==> src/rtl/key_debounce.sv <==
// -----------------------------------------------------------------------------
// key_debounce
//   Per-channel synchronizer and debouncer for the board push-buttons. Turns
//   bouncy, asynchronous key levels into clean levels for software polling and
//   produces one-cycle press/release pulses for local fabric logic.
//
//   Optional feature macro: KEY_AUTOREPEAT_EN
//     defined   -> press_pulse re-fires REPEAT_DELAY cycles after an accepted
//                  press, then every REPEAT_PERIOD cycles while held.
//     undefined -> no repeat logic; press_pulse fires once per accepted press.
//
// Parameters
//   N               number of key channels
//   DEBOUNCE_CYCLES consecutive stable cycles needed to accept a change (>= 1)
//   ACTIVE_LOW      1: raw level 0 = pressed; 0: raw level 1 = pressed
//   REPEAT_DELAY    hold cycles before the first auto-repeat pulse
//   REPEAT_PERIOD   cycles between subsequent auto-repeat pulses
//
// Ports
//   Clk            in   1  system clock
//   Reset          in   1  synchronous, active-high reset
//   keys_raw       in   N  asynchronous raw key levels from the pins
//   keys_clean     out  N  debounced level, same polarity as keys_raw
//   press_pulse    out  N  1-cycle high on accepted press (and auto-repeat)
//   release_pulse  out  N  1-cycle high on accepted release
// -----------------------------------------------------------------------------
module key_debounce #(
  parameter int N               = 4,
  parameter int DEBOUNCE_CYCLES = 500000,
  parameter int ACTIVE_LOW      = 1,
  parameter int REPEAT_DELAY    = 25000000,
  parameter int REPEAT_PERIOD   = 5000000
) (
  input  logic         Clk,
  input  logic         Reset,
  input  logic [N-1:0] keys_raw,
  output logic [N-1:0] keys_clean,
  output logic [N-1:0] press_pulse,
  output logic [N-1:0] release_pulse
);

  localparam int               CNT_W    = $clog2(DEBOUNCE_CYCLES + 1);
  localparam logic [CNT_W-1:0] CNT_LAST = CNT_W'(DEBOUNCE_CYCLES - 1);
  // Raw/clean level that means "released".
  localparam logic             REL_LVL  = (ACTIVE_LOW != 0);

  // Elaboration-time sanity checks on the timing parameters.
  if (DEBOUNCE_CYCLES < 1) begin : g_bad_debounce
    $error("key_debounce: DEBOUNCE_CYCLES must be >= 1");
  end
  if (REPEAT_DELAY < 1 || REPEAT_PERIOD < 1) begin : g_bad_repeat
    $error("key_debounce: REPEAT_DELAY and REPEAT_PERIOD must be >= 1");
  end

  // The debounce state is fully determined by whether the synchronized level
  // disagrees with the accepted level, so it is decoded rather than stored.
  typedef enum logic {
    ST_STABLE,
    ST_CHANGING
  } deb_state_e;

  for (genvar g = 0; g < N; g++) begin : g_ch
    logic             s1;
    logic             s2;
    logic             clean_q;
    logic             press_q;
    logic             release_q;
    logic [CNT_W-1:0] cnt;
    deb_state_e       state;
    logic             accept;
    logic             s2_pressed;
    logic             rep_fire;

    // NOTE: every output of this block is assigned on every pass, so no latch
    // can be inferred.
    always_comb begin
      state      = (s2 != clean_q) ? ST_CHANGING : ST_STABLE;
      accept     = (state == ST_CHANGING) && (cnt == CNT_LAST);
      s2_pressed = (s2 != REL_LVL);
    end

    // NOTE: all state below is updated with non-blocking assignments so every
    // register samples pre-edge values (the s1 -> s2 chain depends on it).
    always_ff @(posedge Clk) begin
      if (Reset) begin
        s1        <= REL_LVL;
        s2        <= REL_LVL;
        clean_q   <= REL_LVL;
        cnt       <= '0;
        press_q   <= 1'b0;
        release_q <= 1'b0;
      end else begin
        s1        <= keys_raw[g];
        s2        <= s1;
        // Pulses are registered alongside clean_q so they line up with the
        // keys_clean change.
        press_q   <= (accept && s2_pressed) || rep_fire;
        release_q <= accept && !s2_pressed;
        case (state)
          ST_STABLE: cnt <= '0;
          ST_CHANGING: begin
            if (accept) begin
              clean_q <= s2;
              cnt     <= '0;
            end else begin
              cnt <= cnt + CNT_W'(1);
            end
          end
        endcase
      end
    end

`ifdef KEY_AUTOREPEAT_EN
    localparam int R_MAX = (REPEAT_DELAY > REPEAT_PERIOD) ? REPEAT_DELAY : REPEAT_PERIOD;
    localparam int R_W   = $clog2(R_MAX + 1);
    localparam logic [R_W-1:0] R_DELAY_LAST  = R_W'(REPEAT_DELAY - 1);
    localparam logic [R_W-1:0] R_PERIOD_LAST = R_W'(REPEAT_PERIOD - 1);

    logic [R_W-1:0] rcnt;
    logic           rphase;        // set once the first repeat has fired
    logic           clean_pressed;

    always_comb begin
      clean_pressed = (clean_q != REL_LVL);
      // No repeat in a cycle that accepts a change: that cycle either is the
      // press itself or ends the hold.
      rep_fire = clean_pressed && !accept &&
                 (rcnt == (rphase ? R_PERIOD_LAST : R_DELAY_LAST));
    end

    always_ff @(posedge Clk) begin
      if (Reset) begin
        rcnt   <= '0;
        rphase <= 1'b0;
      end else if (accept || !clean_pressed) begin
        rcnt   <= '0;
        rphase <= 1'b0;
      end else if (rep_fire) begin
        rcnt   <= '0;
        rphase <= 1'b1;
      end else begin
        rcnt <= rcnt + R_W'(1);
      end
    end
`else
    assign rep_fire = 1'b0;
`endif

    assign keys_clean[g]    = clean_q;
    assign press_pulse[g]   = press_q;
    assign release_pulse[g] = release_q;
  end

endmodule

==> config.mk <==
export PLATFORM = sky130hd
export DESIGN_NAME = key_debounce
export DESIGN_NICKNAME = d
export VERILOG_FILES = /design/src/rtl/key_debounce.sv
export SDC_FILE = /design/constraint.sdc
export NUM_CORES = 1
export LEC_CHECK = 0
export BUFFER_PORTS_ARGS = -buffer_cell sky130_fd_sc_hd__buf_2
export CAP_MARGIN = 20
export CORE_MARGIN = 2
export CORE_UTILIZATION = 55
export CTS_CLUSTER_SIZE = 28
export DETAILED_ROUTE_END_ITERATION = 12
export PLACE_DENSITY = 0.75
export SETUP_SLACK_MARGIN = 0.05
export SLEW_MARGIN = 20
export SYNTH_ARGS = -nofsm -noshare
export SYNTH_HDL_FRONTEND = slang
export SYNTH_SLANG_ARGS = --single-unit
==> constraint.sdc <==
create_clock -name Clk -period 1.95 [get_ports Clk]
set_input_delay 0.195 -clock Clk [delete_from_list [all_inputs] [get_ports Clk]]
set_output_delay 0.195 -clock Clk [all_outputs]
set_load 0.05 [all_outputs]
# Word level (Yosys, flattened, before mapping)

Index checks and enable logic that the tools add are counted.

Register bits: 96
Bits in latches: 0
Memory bits (writable): 0
Bits in read-only memories: 0
Bits of input ports: 6
Output and inout port bits: 12
Logic and storage cells: 72
Memories kept: 0

Add/sub/neg operators: 4
Multiply operators: 0
Div/mod/pow operators: 0
Magnitude comparators: 0
Equal/unequal tests: 8
Shifts and indexed selects: 0
Mux-type cells: 12
Bitwise operators: 8
Reduce and logical (&&, ||, !) cells: 16

Operator list:

| kind                                                             | count |
|---|---|
| 19-bit case mux with 2 select lines                              | 4 |
| 19-bit by 1-bit adder with 19-bit output (second input constant) | 4 |
| 19-bit == test (second input constant)                           | 4 |
| 19-bit two-way mux                                               | 4 |
| 1-bit logical AND                                                | 12 |
| 1-bit NOT                                                        | 8 |
| 2-bit AND reduction                                              | 4 |
| 1-bit two-way mux                                                | 4 |
| 1-bit != test                                                    | 4 |

# Longest topological paths before layout

Gate-level depths: netlist (run 1).

Depth after elaboration: 5
Gate-level depth with buffers: 7
Gate-level depth less buffers: 5

# Worst setup path after synthesis (run 1)

OpenSTA, ideal clock, no wires.

Kind: register -> register
From: register g_ch[2].cnt[10]
To: register g_ch[2].cnt[12]
Setup time: 0.115 ns
Arrival: 1.832 ns
Required time: 1.835 ns
Slack: 0.003 ns
Stages on the path, launching flop included: 6
Buffers on the path: 1
Period minus slack after synthesis: 1.947 ns
Cell sequence: dfxtp_1 or4_1 or4_4 o21ai_4 buf_6 nor2_1

Cells in the longest elaborated chain, start to end: 4
Elaborated cells on any way between the ends: 5
Classes of those cells: add/sub: 1; eq/ne: 1; mux: 2; reduce/logical: 1

RTL lines:

| what                                                                                             | line | text |
|---|---|---|
| from (decl)                                                                                      | 68   | `logic [CNT_W-1:0] cnt;` |
| from (signal assigned)                                                                           | 106  | `cnt <= cnt + CNT_W'(1);` |
| parallel branches: the longest is 2 deep, another holds 19-bit by 1-bit adder with 19-bit output | --   |  |
| 19-bit two-way mux (*)                                                                           | 102  | `if (accept) begin` |
| 19-bit case mux with 2 select lines (*)                                                          | 99   | `case (state)` |

Every way passes the cells marked *.
A chain may end at the register's enable or synchronous reset.

# Worst setup path after layout (run 1)

From: register g_ch[2].cnt[17]
To: register g_ch[2].cnt[7]

Cells in the longest elaborated chain, start to end: 4

RTL lines:

| what                                | line | text |
|---|---|---|
| 19-bit == test                      | 78   | `accept = (state == ST_CHANGING) && (cnt == CNT_LAST);` |
| 1-bit logical AND                   | 78   |  |
| 19-bit two-way mux                  | 102  |  |
| 19-bit case mux with 2 select lines | 99   |  |

No other way between the ends.

==> impl_results.md, run 1 <==
- Ratio of cells with drive above 1 in the final layout: 18.3%
- Worst Tran Pin Value: 0.565 ns
- Port Buffers: 17
- Main combinational cell family by area after synthesis: simple AND/OR/NAND/NOR gates
- Worst ir drop on vdd: 0.468 mV
- Cell area after synthesis: 4210 um2
- GPL Wtd Cong: 0.883
- Largest net degree at the start of global routing: 23
- Max Fclk: 0.514 GHz
- Clock sinks: 96
- Static leakage: 1.57 nW
- Worst Path Buf+Inv: 1
- Post-synthesis instance total: 473
- Pwr per Cell Area: 696 nW/um2
- Critical path startpoint category: register
- Post-synth top area share: 45.7%
- GRT Total Usage: 19.0%
- Vias in the first global route: 3092
- Worst path cell trace: or4bb_1, or4_4, o21ai_4, buf_12, nor2_1
- Delay-heaviest family, CP: simple AND/OR/NAND/NOR gates
- WP data required: 2.20 ns
- Placed instance count: 597
- Non-Filler Instances: 613
- Yosys reg bits: 96
- Post-Synth Simple-Gate Area: 30.2%
- Diode count: 0
- Clock skew: 0.00738 ns
- Vias: 3349
- First-pass DRT Iterations: 4
- Synth Area per Inst: 8.90 um2
- Adder-Cell Fraction of Synth Area: 1.19%
- Vias per cell: 5.46
- Hold/Removal Path Class: primary input to register
- Synth Net Count: 483
- Synth Area in XOR/XNOR: 10.4%
- WHS Path Cells: 2
- Register area share after synthesis: 45.7%
- Max Cap Viol: 0
- WL final: 7780 um
- Clk_lat worst skew: 0.36 ns
- Outcome: finished, final reports clean
- Die Y: 91.5 um
- Num CTS Buffers: 9
- Fin crit share: 99.8%
- CORE AREA: 7330 um2
- Area delta synth->final: 13.0%
- Nets@finish: 519
- Unique masters post-synth: 40
- First-pass GRT wire length: 13100 um
- Synth warnings: 0
- Post-synth top area cell: dfxtp_1
- Synth Area in Compound Gates: 7.73%
- RSZ-0062 raised after global routing: true
- Initial Util: 57.4%
- Drt wl/cell: 12.7 um
- Levels on crit path: 5
- Site Rows: 31
- Tmin final: 1.95 ns
- Number of enable flip-flop cells after synthesis: 0
- Setup violators final: 0
- H-tree depth: 3
- Worst hold slack: 0.0155 ns
- Peak fanout along the critical path: 18
- Asr flop ratio synth: 0%
- Final hold viol count: 0
- Clock transition at path regs: 0.09 ns
- Final Max Tran Viols: 0
- Crit Path Class: register to register
- CTS Buffer Depth: 2
- Pre-CTS setup slack: 0.0164 ns
- Total power: 3.31 mW
- I/O pin count: 18
- Die W: 91.5 um
- Critical path's slowest cell: or4_4
- Initial antenna violation count: 0
- TritonCTS clock tree: built
- Worst path max stage delay: 0.57 ns
- Root Driver: clkbuf_8
- R2R cell count: 5
- Mux share of post-synthesis cell area: 0%
- DIE AREA: 8370 um2
- Initial DRC count: 69
- Ys flop type: dfxtp_1
- DRC Markers: 0
- Final ANT Viol Nets: 0
- Arrival @ worst endpoint: 2.20 ns
- Max-slew headroom: 62.0%
- Area contributors post-synth: dfxtp_1, xnor2_1, nor2_1
- Worst setup EP type: register
- Post-route worst setup slack: 0.00365 ns
- Total gr overflow: 0
- Dpl hpwl: 5630 um
==> cells in the mapped netlist (13+ instances only) <==
| cell type | n |
|---|---|
| inv_1 | 14 |
| xor2_1 | 20 |
| xnor2_1 | 30 |
| buf_4 | 13 |
| nand2_1 | 28 |
| dfxtp_1 | 96 |
| nand4_1 | 17 |
| nor2_1 | 62 |
| a21oi_1 | 21 |
| nand3_1 | 30 |
==> worst register-to-register path: stages (launching register included) <==
cell and delay (ns):
dfxtp_2 0.36, or4bb_1 0.50, or4_4 0.57, o21ai_4 0.19
buf_12 0.16, nor2_1 0.05
==> what timing repair did <==
| action | 4_1_cts | 5_1_grt |
|---|---|---|
| pin swaps | 0 | 1 |
| buffers inserted | 0 | 0 |
| resized for setup | 0 | 5 |
| hold buffers | 0 | 0 |
| endpoints found under the setup margin | 18 | 32 |
==> power breakdown <==
group | leakage (nW) | internal [mW] | switching (mW)
Combinational | 0.697 | 0.0209 | 0.0278
Sequential | 0.776 | 1.97 | 0.00625
Clock | 0.0993 | 0.626 | 0.660
Total | 1.57 | 2.62 | 0.694
==> cells by family after synthesis <==
family | after synthesis
xor+xnor | 50
simple gates | 232
flops | 96
compound gates | 53
buf+inv | 38
fa+ha+maj | 4
==> path summary, 6_finish.rpt <==
kind / end / startpoint / slack, ns
max: g_ch[2].cnt[7] / g_ch[2].cnt[17] / 0.004
min: g_ch[2].s1 / keys_raw[2] / 0.02
max reg2reg: g_ch[2].cnt[7] / g_ch[2].cnt[17] / 0.004
min reg2reg: g_ch[2].s2 / g_ch[2].s1 / 0.41
==> per-layer routing <==
layer | GRT usage (%) | wire, um
met5 | 0 | 0
met3 | 3.40 | 195
met1 | 24.8 | 3910
met2 | 30.6 | 3540
met4 | 8.46 | 132
==> layout make-up <==
type	count	area, um2
fill	609	2580
multi-input combinational	339	2120
sequential	96	1920
timing repair buffer	49	338
clock buffer	11	141
tap	99	124
clock inverter	5	56.3
inverter	14	52.6
==> flip-flops by register name (all words and copies together), names as in the netlist <==
| register | flops |
|---|---|
| g_ch.clean_q | 4 |
| g_ch.cnt | 76 |
| g_ch.press_q | 4 |
| g_ch.release_q | 4 |
| g_ch.s1 | 4 |
| g_ch.s2 | 4 |
==> placed cells by master, fill, tap and decap left out, types with 8 or more instances in the layout <==
master    instances
a21oi_1          21
nor3_1           12
inv_1            14
dfxtp_1          94
or2_2            11
and4_1           10
nor2_1           62
nand3_1          30
clkbuf_8         10
or3_1            10
buf_2            17
and3_1            9
xnor2_1          30
or4_1             8
buf_4            31
o21ai_0          12
o31ai_1           8
xor2_1           20
nor4_1           11
nand2_1          28
nand4_1          17
==> through the flow <==
stage               cell area (um2)  setup TNS [ns]  utilization [%]
finish                         4750               0             64.8
global route                   4750          -0.837             64.8
CTS                            4720        -0.00943             64.4
detailed placement             4530               0             61.7
global placement               4530               0             61.7
floorplan                      4210               0                -
Power figures use the tool's default switching activity.
==> run 2: changes to the inputs <==
--- a/config.mk
+++ b/config.mk
@@ -11,7 +11,7 @@
 export CORE_UTILIZATION = 55
 export CTS_CLUSTER_SIZE = 28
 export DETAILED_ROUTE_END_ITERATION = 12
-export PLACE_DENSITY = 0.75
+export PLACE_DENSITY = 0.76
 export SETUP_SLACK_MARGIN = 0.05
 export SLEW_MARGIN = 20
 export SYNTH_ARGS = -nofsm -noshare
==> run 2 against run 1 <==
Net effect: design area fell by 0.11%; non-clock buffer count rose by 1; global-route usage rose by 1.3 points; first-iteration DRC count rose by 42%.
==> impl_results.md, run 2 (same netlist as run 1, synthesis figures left out) <==
- Initial Util: 57.4% (unchanged)
- Dpl hpwl: 5810 um (was 5630 um)
- DRC Markers: 0 (unchanged)
- Root Driver: clkbuf_8 (unchanged)
- Commonest non-fill, non-tap cell in the layout: dfxtp_1 (unchanged)
- Setup repair bufs after CTS: 0 (unchanged)
- Max-slew headroom: 61.4% (was 62.0%)
- GPL Wtd Cong: 0.860 (was 0.883)
- Diode count: 0 (unchanged)
- Worst Tran Pin Value: 0.574 ns (was 0.565 ns)
- Port Buffers: 17 (unchanged)
- Critical path startpoint category: register (unchanged)
- Most frequent cells in the layout: dfxtp_1, nor2_1, buf_4 (unchanged)
- Pwr per Cell Area: 688 nW/um2 (was 696 nW/um2)
- Hold/Removal Path Class: primary input to register (unchanged)
- Pre-CTS setup slack: 0.0394 ns (was 0.0164 ns)
- Setup violators final: 0 (unchanged)
- Clock skew: 0.0112 ns (was 0.00738 ns)
- H-tree depth: 3 (unchanged)
- Final ANT Viol Nets: 0 (unchanged)
- Clk_lat worst skew: 0.36 ns (about the same)
- Vias: 3415 (was 3349)
- Clock sinks: 96 (unchanged)
- Area delta synth->final: 12.8% (was 13.0%)
- Tmin final: 1.92 ns (was 1.95 ns)
- Initial antenna violation count: 0 (unchanged)
- First-pass DRT Iterations: 4 (unchanged)
- WP data required: 2.20 ns (about the same)
- Non-Filler Instances: 614 (was 613)
- Post-route worst setup slack: 0.0321 ns (was 0.00365 ns)
- Worst path max stage delay: 0.58 ns (was 0.57 ns)
- Initial DRC count: 98 (was 69)
- Static leakage: 1.56 nW (was 1.57 nW)
- Max reg flops: 76 (unchanged)
- Nets@finish: 520 (was 519)
- Worst ir drop on vdd: 0.433 mV (was 0.468 mV)
- First-pass GRT wire length: 14000 um (was 13100 um)
- Worst path cell trace: or4bb_1, or4_4, o21ai_4, buf_12, nor2_1 (unchanged)
- Worst setup EP type: register (unchanged)
- Outcome: finished, final reports clean (unchanged)
- Vias per cell: 5.56 (was 5.46)
- Total power: 3.27 mW (was 3.31 mW)
- Clock transition at path regs: 0.09 ns (about the same)
- Critical path's slowest cell: or4_4 (unchanged)
- DIE AREA: 8370 um2 (unchanged)
- Site Rows: 31 (unchanged)
- Crit Path Class: register to register (unchanged)
- Top reg by flops: g_ch.cnt (unchanged)
- Max Cap Viol: 0 (unchanged)
- Placed cell area: 4530 um2 (about the same)
- Drt wl/cell: 13.2 um (was 12.7 um)
- Final Max Tran Viols: 0 (unchanged)
- Final hold viol count: 0 (unchanged)
- Ratio of cells with drive above 1 in the final layout: 18.8% (was 18.3%)
- CORE AREA: 7330 um2 (unchanged)
- Fin crit share: 98.4% (was 99.8%)
- I/O pin count: 18 (unchanged)
- Vias in the first global route: 3201 (was 3092)
- CTS Buffer Depth: 2 (unchanged)
- Cts hold-fix bufs: 0 (unchanged)
- Num CTS Buffers: 9 (unchanged)
- Die W: 91.5 um (unchanged)
- Largest net degree at the start of global routing: 23 (unchanged)
- Final Cell Area: 4750 um2 (about the same)
- Peak fanout along the critical path: 18 (unchanged)
- WL final: 8080 um (was 7780 um)
- RSZ-0062 raised after global routing: true (unchanged)
- Die Y: 91.5 um (unchanged)
- Placed instance count: 598 (was 597)
- Max Fclk: 0.521 GHz (was 0.514 GHz)
- Arrival @ worst endpoint: 2.16 ns (was 2.20 ns)
- Total gr overflow: 0 (unchanged)
- TritonCTS clock tree: built (unchanged)
- GRT Total Usage: 20.3% (was 19.0%)
==> run 2: cell types whose count changed in the layout (fill, tap and decap cells not counted), moves of 2 or more <==
| cell | previous run | this run |
|---|---|---|
| clkbuf_8 | 10 | 12 |
| clkinv_2 | 2 | 0 |
| dfxtp_1 | 94 | 91 |
| dfxtp_2 | 2 | 5 |
==> run 2: power by group <==
| group | internal [mW] | switching [mW] | total (mW) |
|---|---|---|---|
| Clock | 0.574 | 0.669 | 1.24 |
| Sequential | 1.97 | 0.00742 | 1.98 |
| Combinational | 0.0208 | 0.0281 | 0.0489 |
| Total | 2.56 | 0.705 | 3.27 |
==> run 2: layout make-up <==
cell class,instances,area [um2]
flip-flops and latches,96,1930
multi-input cells,339,2100
fillers,598,2580
repair buffers,50,345
well taps,99,124
clock inverters,3,25.0
inverters,14,52.6
clock buffers,13,169
==> run 2: repair_timing <==
item,CTS,global route
cloned,0,0
gates resized for setup,0,6
pin swaps,0,1
endpoints found under the setup margin,18,38
==> run 2: path summary, 6_finish.rpt <==
check        cells after the start              to  slack (ns)           start
max                              5  g_ch[2].cnt[6]        0.03  g_ch[2].cnt[7]
min                              2      g_ch[2].s1        0.02     keys_raw[2]
max reg2reg                      5  g_ch[2].cnt[6]        0.03  g_ch[2].cnt[7]
min reg2reg                      1      g_ch[2].s2        0.42      g_ch[2].s1
==> run 2: per-stage QoR <==
| step | TNS [ns] | hold WS (ns) | util, % |
|---|---|---|---|
| final | 0 | 0.0231 | 64.8 |
| after global routing | -0.248 | 0.0143 | 64.8 |
| after CTS | 0 | 0.0118 | 64.5 |
| after detailed placement | 0 | 0.381 | 61.8 |
| after global placement | 0 | 0.377 | 61.8 |
| after floorplan | 0 | 0.299 | - |
==> run 2: worst max-delay path, delay by kind of cell (launching register included) <==
family	cells	cell delay (ns)
simple gates	3	1.13
compound gates	1	0.19
flops	1	0.33
buf+inv	1	0.16
==> run 2: metal layers <==
metal / up-vias / global-route usage, % / routed length [um]
li1: 1744 / - / -
met1: 1608 / 26.0 / 3910
met2: 49 / 33.4 / 3790
met3: 14 / 3.57 / 214
met4: 0 / 8.84 / 163
met5: - / 0 / 0
